**src/rtl/rx_cgs_fsm.sv**
```systemverilog
// rx_cgs_fsm: JESD204-style receiver code group synchronization state machine.
// Watches decoded characters for four consecutive /K/ (K28.5), waits for an
// LMFC boundary in CS_CHECK to release SYNC~, then starts the ILA on the first
// /R/ (K28.0) and enters CS_DATA. In CS_CHECK and CS_DATA, a leaky error counter
// sends the link back to CS_INIT after three errors that are not cleared by
// runs of four good characters.
//
// Ports:
//   clk, rst_n          clock, asynchronous active-low reset
//   lmfc_clk            one-cycle pulse at each local multiframe boundary
//   i_valid             qualifies i_char / i_is_k / i_disp_err / i_nit_err
//   i_char, i_is_k      decoded octet and control flag
//   i_disp_err          running-disparity error
//   i_nit_err           not-in-table error
//   i_resync            level-sensitive re-initialization request
//   o_sync_n            SYNC~ (0 requests code group synchronization)
//   o_state             0 CS_INIT, 1 CS_CHECK, 2 CS_DATA
//   o_ila_start         one-cycle pulse on the first /R/
//   o_cgs_done          high while in CS_DATA
module rx_cgs_fsm (
  input  logic       clk,
  input  logic       rst_n,
  input  logic       lmfc_clk,
  input  logic       i_valid,
  input  logic [7:0] i_char,
  input  logic       i_is_k,
  input  logic       i_disp_err,
  input  logic       i_nit_err,
  input  logic       i_resync,
  output logic       o_sync_n,
  output logic [1:0] o_state,
  output logic       o_ila_start,
  output logic       o_cgs_done
);

  localparam int unsigned KCW = 3;
  localparam int unsigned ECW = 2;
  localparam int unsigned GCW = 3;

  localparam logic [7:0] K28_5 = 8'hBC;
  localparam logic [7:0] K28_0 = 8'h1C;

  typedef enum logic [1:0] {
    CS_INIT  = 2'd0,
    CS_CHECK = 2'd1,
    CS_DATA  = 2'd2
  } state_e;

  state_e         state_q, state_d;
  logic [KCW-1:0] k_cnt_q, k_cnt_d;
  logic [ECW-1:0] err_cnt_q, err_cnt_d;
  logic [GCW-1:0] good_cnt_q, good_cnt_d;
  logic           sync_n_q, sync_n_d;
  logic           ila_q, ila_d;
  logic           done_q, done_d;

  // Character classification
  logic is_bad, is_kc, is_rc;
  assign is_bad = i_disp_err | i_nit_err;
  assign is_kc  = ~is_bad & i_is_k & (i_char == K28_5);
  assign is_rc  = ~is_bad & i_is_k & (i_char == K28_0);

  // Per-character verdict in CS_CHECK / CS_DATA
  logic ch_good, ch_err;

  // Next-state and next-output logic
  always_comb begin
    state_d    = state_q;
    k_cnt_d    = k_cnt_q;
    err_cnt_d  = err_cnt_q;
    good_cnt_d = good_cnt_q;
    sync_n_d   = sync_n_q;
    ila_d      = 1'b0;
    ch_good    = 1'b0;
    ch_err     = 1'b0;

    if (i_resync) begin
      state_d    = CS_INIT;
      k_cnt_d    = '0;
      err_cnt_d  = '0;
      good_cnt_d = '0;
      sync_n_d   = 1'b0;
    end else begin
      case (state_q)
        CS_INIT: begin
          sync_n_d   = 1'b0;
          err_cnt_d  = '0;
          good_cnt_d = '0;
          if (i_valid) begin
            if (is_kc) begin
              if (k_cnt_q == KCW'(3)) begin
                state_d = CS_CHECK;
                k_cnt_d = '0;
              end else begin
                k_cnt_d = k_cnt_q + KCW'(1);
              end
            end else begin
              k_cnt_d = '0;
            end
          end
        end

        CS_CHECK: begin
          // state_q is only CS_CHECK from the cycle after entry, so a pulse
          // coincident with the entering transition is not seen here.
          if (lmfc_clk) sync_n_d = 1'b1;
          if (i_valid) begin
            if (sync_n_q && is_rc) begin
              ch_good = 1'b1;
              state_d = CS_DATA;
              ila_d   = 1'b1;
            end else begin
              ch_good = is_kc;
            end
            ch_err = ~ch_good;
          end
        end

        CS_DATA: begin
          sync_n_d = 1'b1;
          if (i_valid) begin
            ch_good = ~is_bad;
            ch_err  = is_bad;
          end
        end

        default: begin
          state_d    = CS_INIT;
          k_cnt_d    = '0;
          err_cnt_d  = '0;
          good_cnt_d = '0;
          sync_n_d   = 1'b0;
        end
      endcase

      // Leaky error counter: third uncleared error drops the link
      if (ch_err) begin
        if (err_cnt_q == ECW'(2)) begin
          state_d    = CS_INIT;
          sync_n_d   = 1'b0;
          ila_d      = 1'b0;
          k_cnt_d    = '0;
          err_cnt_d  = '0;
          good_cnt_d = '0;
        end else begin
          err_cnt_d  = err_cnt_q + ECW'(1);
          good_cnt_d = '0;
        end
      end else if (ch_good) begin
        if (good_cnt_q == GCW'(3)) begin
          err_cnt_d  = '0;
          good_cnt_d = '0;
        end else begin
          good_cnt_d = good_cnt_q + GCW'(1);
        end
      end
    end

    done_d = (state_d == CS_DATA);
  end

  // State and output registers
  always_ff @(posedge clk or negedge rst_n) begin
    if (!rst_n) begin
      state_q    <= CS_INIT;
      k_cnt_q    <= '0;
      err_cnt_q  <= '0;
      good_cnt_q <= '0;
      sync_n_q   <= 1'b0;
      ila_q      <= 1'b0;
      done_q     <= 1'b0;
    end else begin
      state_q    <= state_d;
      k_cnt_q    <= k_cnt_d;
      err_cnt_q  <= err_cnt_d;
      good_cnt_q <= good_cnt_d;
      sync_n_q   <= sync_n_d;
      ila_q      <= ila_d;
      done_q     <= done_d;
    end
  end

  assign o_state     = 2'(state_q);
  assign o_sync_n    = sync_n_q;
  assign o_ila_start = ila_q;
  assign o_cgs_done  = done_q;

endmodule

```
**config.mk**
```make
export PLATFORM = sky130hd
export DESIGN_NAME = rx_cgs_fsm
export DESIGN_NICKNAME = d
export VERILOG_FILES = /design/src/rtl/rx_cgs_fsm.sv
export SDC_FILE = /design/constraint.sdc
export NUM_CORES = 1
export LEC_CHECK = 0
export ABC_AREA = 1
export CORE_AREA = 2 2 49 51
export CTS_BUF_LIST = sky130_fd_sc_hd__clkbuf_8
export DETAILED_ROUTE_END_ITERATION = 8
export DIE_AREA = 0 0 51 53
export PLACE_DENSITY = 0.84
export SYNTH_ARGS = -nofsm -noshare
export SYNTH_HDL_FRONTEND = slang
export SYNTH_SLANG_ARGS = --single-unit
```
**constraint.sdc**
```tcl
create_clock -name clk -period 1.45 [get_ports clk]
set_input_delay 0.29 -clock clk [delete_from_list [all_inputs] [get_ports clk]]
set_output_delay 0.29 -clock clk [all_outputs]
set_load 0.02 [all_outputs]
```
; Word-level counts from Yosys, hierarchy flattened
; Index checks and enable logic that the tools add are counted.
[word_totals]
regBits = 13
inputBits = 16
output_inout_bits = 5
wordCells = 78
[classes]
add_sub_neg = 3
eq_ne = 9
mux = 50
bitwise = 6
reduce_logical = 3
[ops]
columns = op, count
row1 = 3-bit two-way mux, 11
row2 = 2-bit two-way mux, 14
row3 = 1-bit two-way mux, 20
row4 = 8-bit by 5-bit equality test with 1-bit output (second input constant), 1
row5 = 8-bit equality test (second input constant), 1
row6 = 3-bit by 1-bit adder with 3-bit output (second input constant), 2
row7 = 2-bit equality test (second input constant), 3
row8 = 3-bit by 2-bit equality test with 1-bit output (second input constant), 2
row9 = 1-bit one-hot mux with 2 select lines, 3
row10 = 2-bit one-hot mux with 3 select lines, 1
row11 = 3-bit one-hot mux with 2 select lines, 1
row12 = 4-bit by 1-bit != test with 1-bit output (second input constant), 1
row13 = 1-bit AND, 3
row14 = 2-bit by 1-bit adder with 2-bit output (second input constant), 1
row15 = 2-bit by 1-bit equality test with 1-bit output (second input constant), 1
row16 = 2-bit logical NOT, 1
row17 = 1-bit inverter, 2
row18 = 2-bit OR reduction, 1
row19 = 1-bit logical AND, 1
row20 = 1-bit OR, 1

; Depth between registers and ports, before layout
[logic_depth]
word_depth = 16
depth_mapped = 12
depth_no_buf = 12

; Worst setup path before layout
; Ideal clock, no wire load.
[synth_timing]
kind = register -> register
from = reg state_q[0] (netlist: o_state[0])
to = reg state_q[1] (netlist: o_state[1])
setup_time_ns = 0.114
arrival_time_ns = 1.524
t_required_ns = 1.336
slack_ns = -0.188
stages_incl_launch_ff = 10
n_path_buf = 0
synth_period_minus_slack_ns = 1.638
path_cell_list = dfrtp_1 > inv_1 > ha_1 > nand2_1 > inv_1 > nand3_4 > nand2_4 > clkinv_2 > nand2_2 > inv_1
[synth_between]
elab_chain_cells = 5
elab_cells_between_ends = 9
classes_between = eq/ne: 2 / mux: 6 / reduce/logical: 1
[synth_rtl]
columns = item, line_no
row1 = from (decl), 49  ; state_e state_q, state_d;
row2 = from (signal assigned), 173  ; state_q <= state_d;
row3 = "2-bit equality test, or another cell as far along", 84  ; case (state_q)
row4 = 2-bit one-hot mux with 3 select lines or 1-bit one-hot mux with 2 select lines (tied branches), 84
row5 = 2-bit two-way mux or 1-bit two-way mux (tied branches), "138, 77"
row6 = 2-bit two-way mux (*), 137  ; if (ch_err) begin
row7 = 2-bit two-way mux (*), 77  ; if (i_resync) begin
row8 = via state_d[1], 49
; The timed path passes the listed nets; every way through them passes the cells marked *. The select of a mux whose other input is x is not followed.
; A chain may end at the register's enable or synchronous reset.

; Worst setup path after layout
[layout_timing]
from = reg state_q[1] (netlist: o_state[1])
to = reg k_cnt_q[1]
[layout_between]
elab_chain_cells = 6
elab_cells_between_ends = 10
classes_between = eq/ne: 2 / mux: 6 / reduce/logical: 2
[layout_rtl]
columns = item, line_no
row1 = 2-bit equality test or 2-bit by 1-bit equality test with 1-bit output (tied branches), 84
row2 = 2-bit OR reduction (no source line), n/a
row3 = 3-bit one-hot mux with 2 select lines, 84
row4 = 3-bit two-way mux, 138  ; if (err_cnt_q == ECW'(2)) begin
row5 = 3-bit two-way mux (*), 137
row6 = 3-bit two-way mux (*), 77
row7 = via k_cnt_d[1], 50  ; logic [KCW-1:0] k_cnt_q, k_cnt_d;
row8 = to (signal assigned), 174  ; k_cnt_q <= k_cnt_d;
row9 = to (decl), 50
; Marks and branches as above.

==> impl_metrics.ini <==
[final_layout]
stdcell_count = 191
drive_gt1_frac = 0.319
final_nets = 187
final_cell_mix = nand2_1 (19), inv_1 (18), dlygate4sd2_1 (15), buf_4 (15), nor2_1 (14)
area_growth_pct = 48.6
layout_commonest_cell = nand2_1
nFillCells = 172
diodes = 0

[pwr]
peakVddDrop_uv = 575
p_leak_nw = 0.692
power.density_nw_per_um2 = 654

[timing]
maxSlewViolCount = 0
clock_skew_ps = 5.68
setup_viol = 0
min_period_over_period = 0.982
finalWorstSetupSlack_ps = 26.6
relSlewSlack = 0.825
whs_ps = 349
fin_crit_ps = 1420
max_freq_ghz = 0.703
finalHoldViolCount = 0
tightest_slew_ps = 261

[clock_network]
clk_latency_ps = 250
clockRootBuffer = clkbuf_8
cts_tree = yes
clock-sinks = 13
cts_max_path_buffers = 2
cts_hold_buf = 0
htree_levels = 1
numCtsBuffers = 3
clk_pin_slew_ps = 60

[floorplan]
core_um2 = 2150
start_util = 0.426
io_pins = 21
die-area_um2 = 2700
die_h_um = 53
die_w_um = 51
rows = 17

[drt]
wl_per_cell_um = 12.9
drc = 0
num_vias = 938
vias_per_cell = 4.91
firstDrtPassIters = 4
drtIter0Drc = 25
drt_wl_total_um = 2470
ant_nets = 0

[place]
gp_congestion = 0.902
io_buffers = 20
dp_cells = 182
dp_slack_ps = -303
dp_hpwl_um = 1710

[yosys]
ys_seq_area_frac = 0.355
synth.net_count = 147
netlist_area_um2 = 916
ys_ff_latch = 13
syn_avg_cell_area_um2 = 7.39
synth_area_leaders = dfrtp_1 (36%), ha_1 (9.6%), inv_1 (9.4%)
synthCells = 124
netlist.area_leader.share = 0.355
synth.distinct_cells = 20
yosysTopAreaCell = dfrtp_1
yosysWarnings = 0

[job]
max-cap-violations = 0

[global_route]
antenna_found_initial = 0
grt_overflow = 0
grt_pass1_vias = 894
grt_max_degree = 14
grtUsageTotal = 0.188
grt_first_pass_wirelength_um = 3660

[run_status]
status = completed

[critical_path]
worst_setup_path_start_kind = flop
crit_family = flip-flops
path_class = reg2reg
crit_path_top_delay_cell = dfrtp_2
worstPathRequired_ps = 1580
cp_max_fo = 5
worstPathCellList = inv_2 -> ha_4 -> a21oi_1 -> inv_1 -> a22oi_2 -> nor2_1
crit_buf_inv = 2
crit_path_end_kind = flop
path_depth = 6
r2r_cells = 6
max_stage_delay_ps = 440
critical_path_arrival_ps = 1560

[worst_hold_path]
min_path_type = in2async
[routing by layer]
| metal | share of wire | GRT usage | routed length (µm) |
|---|---|---|---|
| met4 | 0.019 | 0.117 | 47 |
| met3 | 0.052 | 0.0339 | 129 |
| met2 | 0.50 | 0.333 | 1220 |
| met1 | 0.43 | 0.208 | 1070 |
| met5 | 0 | 0 | 0 |
[final timing paths]
kind	start	slack [ps]	endpoint
min in group clk	good_cnt_q[2]	500	good_cnt_q[2]
hold / removal	rst_n	350	o_ila_start
setup / recovery	o_state[1]	30	k_cnt_q[1]
max in group asynchronous	rst_n	910	o_state[0]
hold reg to reg	good_cnt_q[2]	500	good_cnt_q[2]
setup reg to reg	o_state[1]	30	k_cnt_q[1]
[area by class of cell]
class / count / area [µm²] / share of cell area
inverter: 24 / 91.3 / 0.0671
sequential: 13 / 328 / 0.241
clock buffer: 3 / 41.3 / 0.0303
multi-input combinational: 87 / 566 / 0.415
timing repair buffer: 35 / 297 / 0.218
tap: 28 / 35.0 / 0.0257
clock inverter: 1 / 3.75 / 0.00276
[synth_stat cells]
cell type,instances
nor2_4,2
nor3_1,2
a22oi_1,1
nand3_1,9
nor2_2,3
nand3_4,1
ha_1,7
nand3_2,2
clkinv_2,1
o21ai_1,2
o21ai_0,6
nand2_2,2
nor2_1,17
dfrtp_1,13
a21oi_1,4
nand2_1,23
nor4_1,1
inv_1,23
nand2_4,2
nand4_1,3
[repair_timing]
action	in CTS	in global routing
setup buffers	2	3
gates resized for setup	22	14
pin swaps	12	5
endpoints found under the setup margin	10	12
[flip-flops by register name (all words and copies together) (netlist names)]
signal / flops
good_cnt_q: 3
o_ila_start: 1
err_cnt_q: 2
o_state: 2
o_sync_n: 1
o_cgs_done: 1
k_cnt_q: 3
[worst register-to-register path, cell delays in order (launching register included)]
cell and delay, ps:
dfrtp_2 440, inv_2 100, ha_4 220, a21oi_1 190, inv_1 100, a22oi_2 190
nor2_1 60
[kinds of logic (layout without fill, tap and decap cells)]
logic type | after synthesis | after routing | synth area share
flip-flops | 13 | 13 | 0.355
AO/OA/AOI/OAI | 13 | 13 | 0.0738
AND/OR/NAND/NOR | 67 | 67 | 0.376
adder cells (fa/ha/maj) | 7 | 7 | 0.0956
buffers and inverters | 24 | 63 | 0.0997
[per-stage QoR]
step	total power (W)	utilization	TNS [ps]	cell area, µm²
after floorplan	0.000467	-	0	933
after global placement	0.000551	0.579	-2560	1240
after detailed placement	0.000557	0.579	-2940	1240
after CTS	0.000881	0.610	0	1310
after global routing	0.000922	0.634	-237	1360
final	0.000890	0.634	0	1360
[power by group]
group          total, W  leakage [nW]  switching [W]  internal, W
registers      0.000375         0.178     0.00000552     0.000370
logic          0.000191         0.488       0.000108    0.0000827
clock network  0.000324        0.0269       0.000137     0.000187
total          0.000890         0.692       0.000250     0.000640
No activity file was read; power rests on OpenSTA's default activity.
==> RTL edit (same settings) <==
`ECW`: 2 -> 4.
--- a/src/rtl/rx_cgs_fsm.sv
+++ b/src/rtl/rx_cgs_fsm.sv
@@ -34,7 +34,7 @@
 );
 
   localparam int unsigned KCW = 3;
-  localparam int unsigned ECW = 2;
+  localparam int unsigned ECW = 4;
   localparam int unsigned GCW = 3;
 
   localparam logic [7:0] K28_5 = 8'hBC;
Function: same outputs for any inputs over 10 cycles, from zero or initial values and one cycle with rst_n low; that may be too few to reach the edited logic, so the function may still have changed.
==> RTL edit against the unedited design <==
- the run now ends with negative setup slack left
- first-iteration DRC count down 4.0%
- die area unchanged
- synthesized area up 20%
- power up 13%
- sequential cell count up 2
- design area up 19%
- worst setup slack worse by 72 ps
- worst hold slack worse by 2.3 ps
- critical path depth up 2
- routed wire length up 26%
- maximum frequency down 4.8%
- non-clock buffer count up 6
- clock power up 3%
- cell count up 18%
- critical endpoint is now o_cgs_done
- largest power group unchanged
==> RTL edit: results (changes against the unedited design) <==
- The global placement routability congestion is 0.826 (-8.5%).
- The relative slew slack is 84.3% (+1.8 points).
- In the synthesized netlist, the cells that appear most often are nand2_1 (34), inv_1 (29), nor2_1 (19), dfrtp_1 (15), nand3_1 (12).
- The data arrival time of the critical path is 1640 ps (+80 ps).
- For this design, the slowest cell found on the critical path is dfrtp_1.
- The largest registers in the layout are err_cnt_q (4), good_cnt_q (3), k_cnt_q (3).
- The final-layout setup total negative slack was -45.5 ps (-45.5 ps).
- The beginning of the worst register-to-register path is k_cnt_q[0].
- In this design, the largest share of critical-path delay is due to simple AND/OR/NAND/NOR gates.
- The total number of nets in the final design is 223 (+19%).
- The clock share of power is 32.9% (-3.5 points).
- The total routing usage reported by global routing is 25.6% (+6.8 points).
- The HPWL after detailed placement is 2070 um (+21%).
- The peak per-stage delay on the critical path is 360 ps (-80 ps).
- The overall power is 1.01 mW (+13%).
- The setup skew after layout came to 5.18 ps (-0.509 ps).
- The total number of vias is 1168 (+25%).
- The proportion of synthesized chip area in sequential cells is 34.0% (-1.5 points).
- The maximum fanout along the worst path was 3 (-2).
- The run finished, with violations left.
- The minimum hold slack is 347 ps (-2.35 ps).
- The maximum number of pins on one net before global-route repair was 16 (+2).
- The setup-violating endpoint count in the final report is 1 (+1).
- The post-route worst setup slack is -45.5 ps (-72.0 ps).
- The power of the sequential group is 0.436 mW (+16%).
- The switching power is 0.284 mW (+14%).
- The number of global-route vias before repair was 1176 (+32%).
- The final reports fail on negative setup slack.
- The end of the worst register-to-register path is o_cgs_done.
- The static power due to leakage was 0.888 nW (+28%).
-- RTL edit: repair_timing --
item                       in CTS  in global routing
hold endpoints to repair        0                  0
setup endpoints to repair      20                 13
setup buffers                   6                  3
pin swaps                      18                 10
resized for setup              24                 12
hold buffers                    0                  0
-- RTL edit: metrics by stage --
step	worst slack (ps)	std cells
CTS	8.86	222
global route	-136	225
global placement	-305	212
floorplan	-32.8	153
finish	-45.5	225
detailed placement	-397	212
-- RTL edit: logic make-up (layout without fill, tap and decap cells) --
logic type      Yosys count  after routing  synth area share (%)
compound gates           11             11                  5.44
xor+xnor                  2              2                  1.59
buf+inv                  31             75                  10.8
simple gates             85             85                  38.0
fa+ha+maj                 9              9                  10.2
flops                    15             15                  34.0
-- RTL edit: cell type report --
type	count	area share [%]
Multi-Input combinational cell	107	42.6
Tap cell	28	2.16
Inverter	30	7.54
Clock buffer	3	2.54
Timing Repair Buffer	41	21.6
Clock inverter	1	0.231
Sequential cell	15	23.2
-- RTL edit: how the worst max path moves through the flow --
stage / start / to
final: k_cnt_q[0] / o_cgs_done
after global routing: k_cnt_q[0] / o_cgs_done
after CTS: o_state[0] / good_cnt_q[2]
after detailed placement: i_char[5] / err_cnt_q[0]
after global placement: i_char[5] / err_cnt_q[2]
after floorplan: o_state[1] / o_cgs_done
-- RTL edit: layer usage --
layer | vias to the layer above | global-route usage [%]
li1 | 564 | -
met1 | 541 | 27.0
met2 | 45 | 47.2
met3 | 18 | 4.80
met4 | 0 | 15.3
met5 | - | 0
-- RTL edit: worst reg2reg max path, delay by kind of cell, from the launching register on --
family | cells | cell delay [ps]
and+or+nand+nor | 5 | 590
buffers and inverters | 1 | 50
AOI/OAI and AO/OA | 1 | 200
DFF | 1 | 360
adders and majority gates | 1 | 190
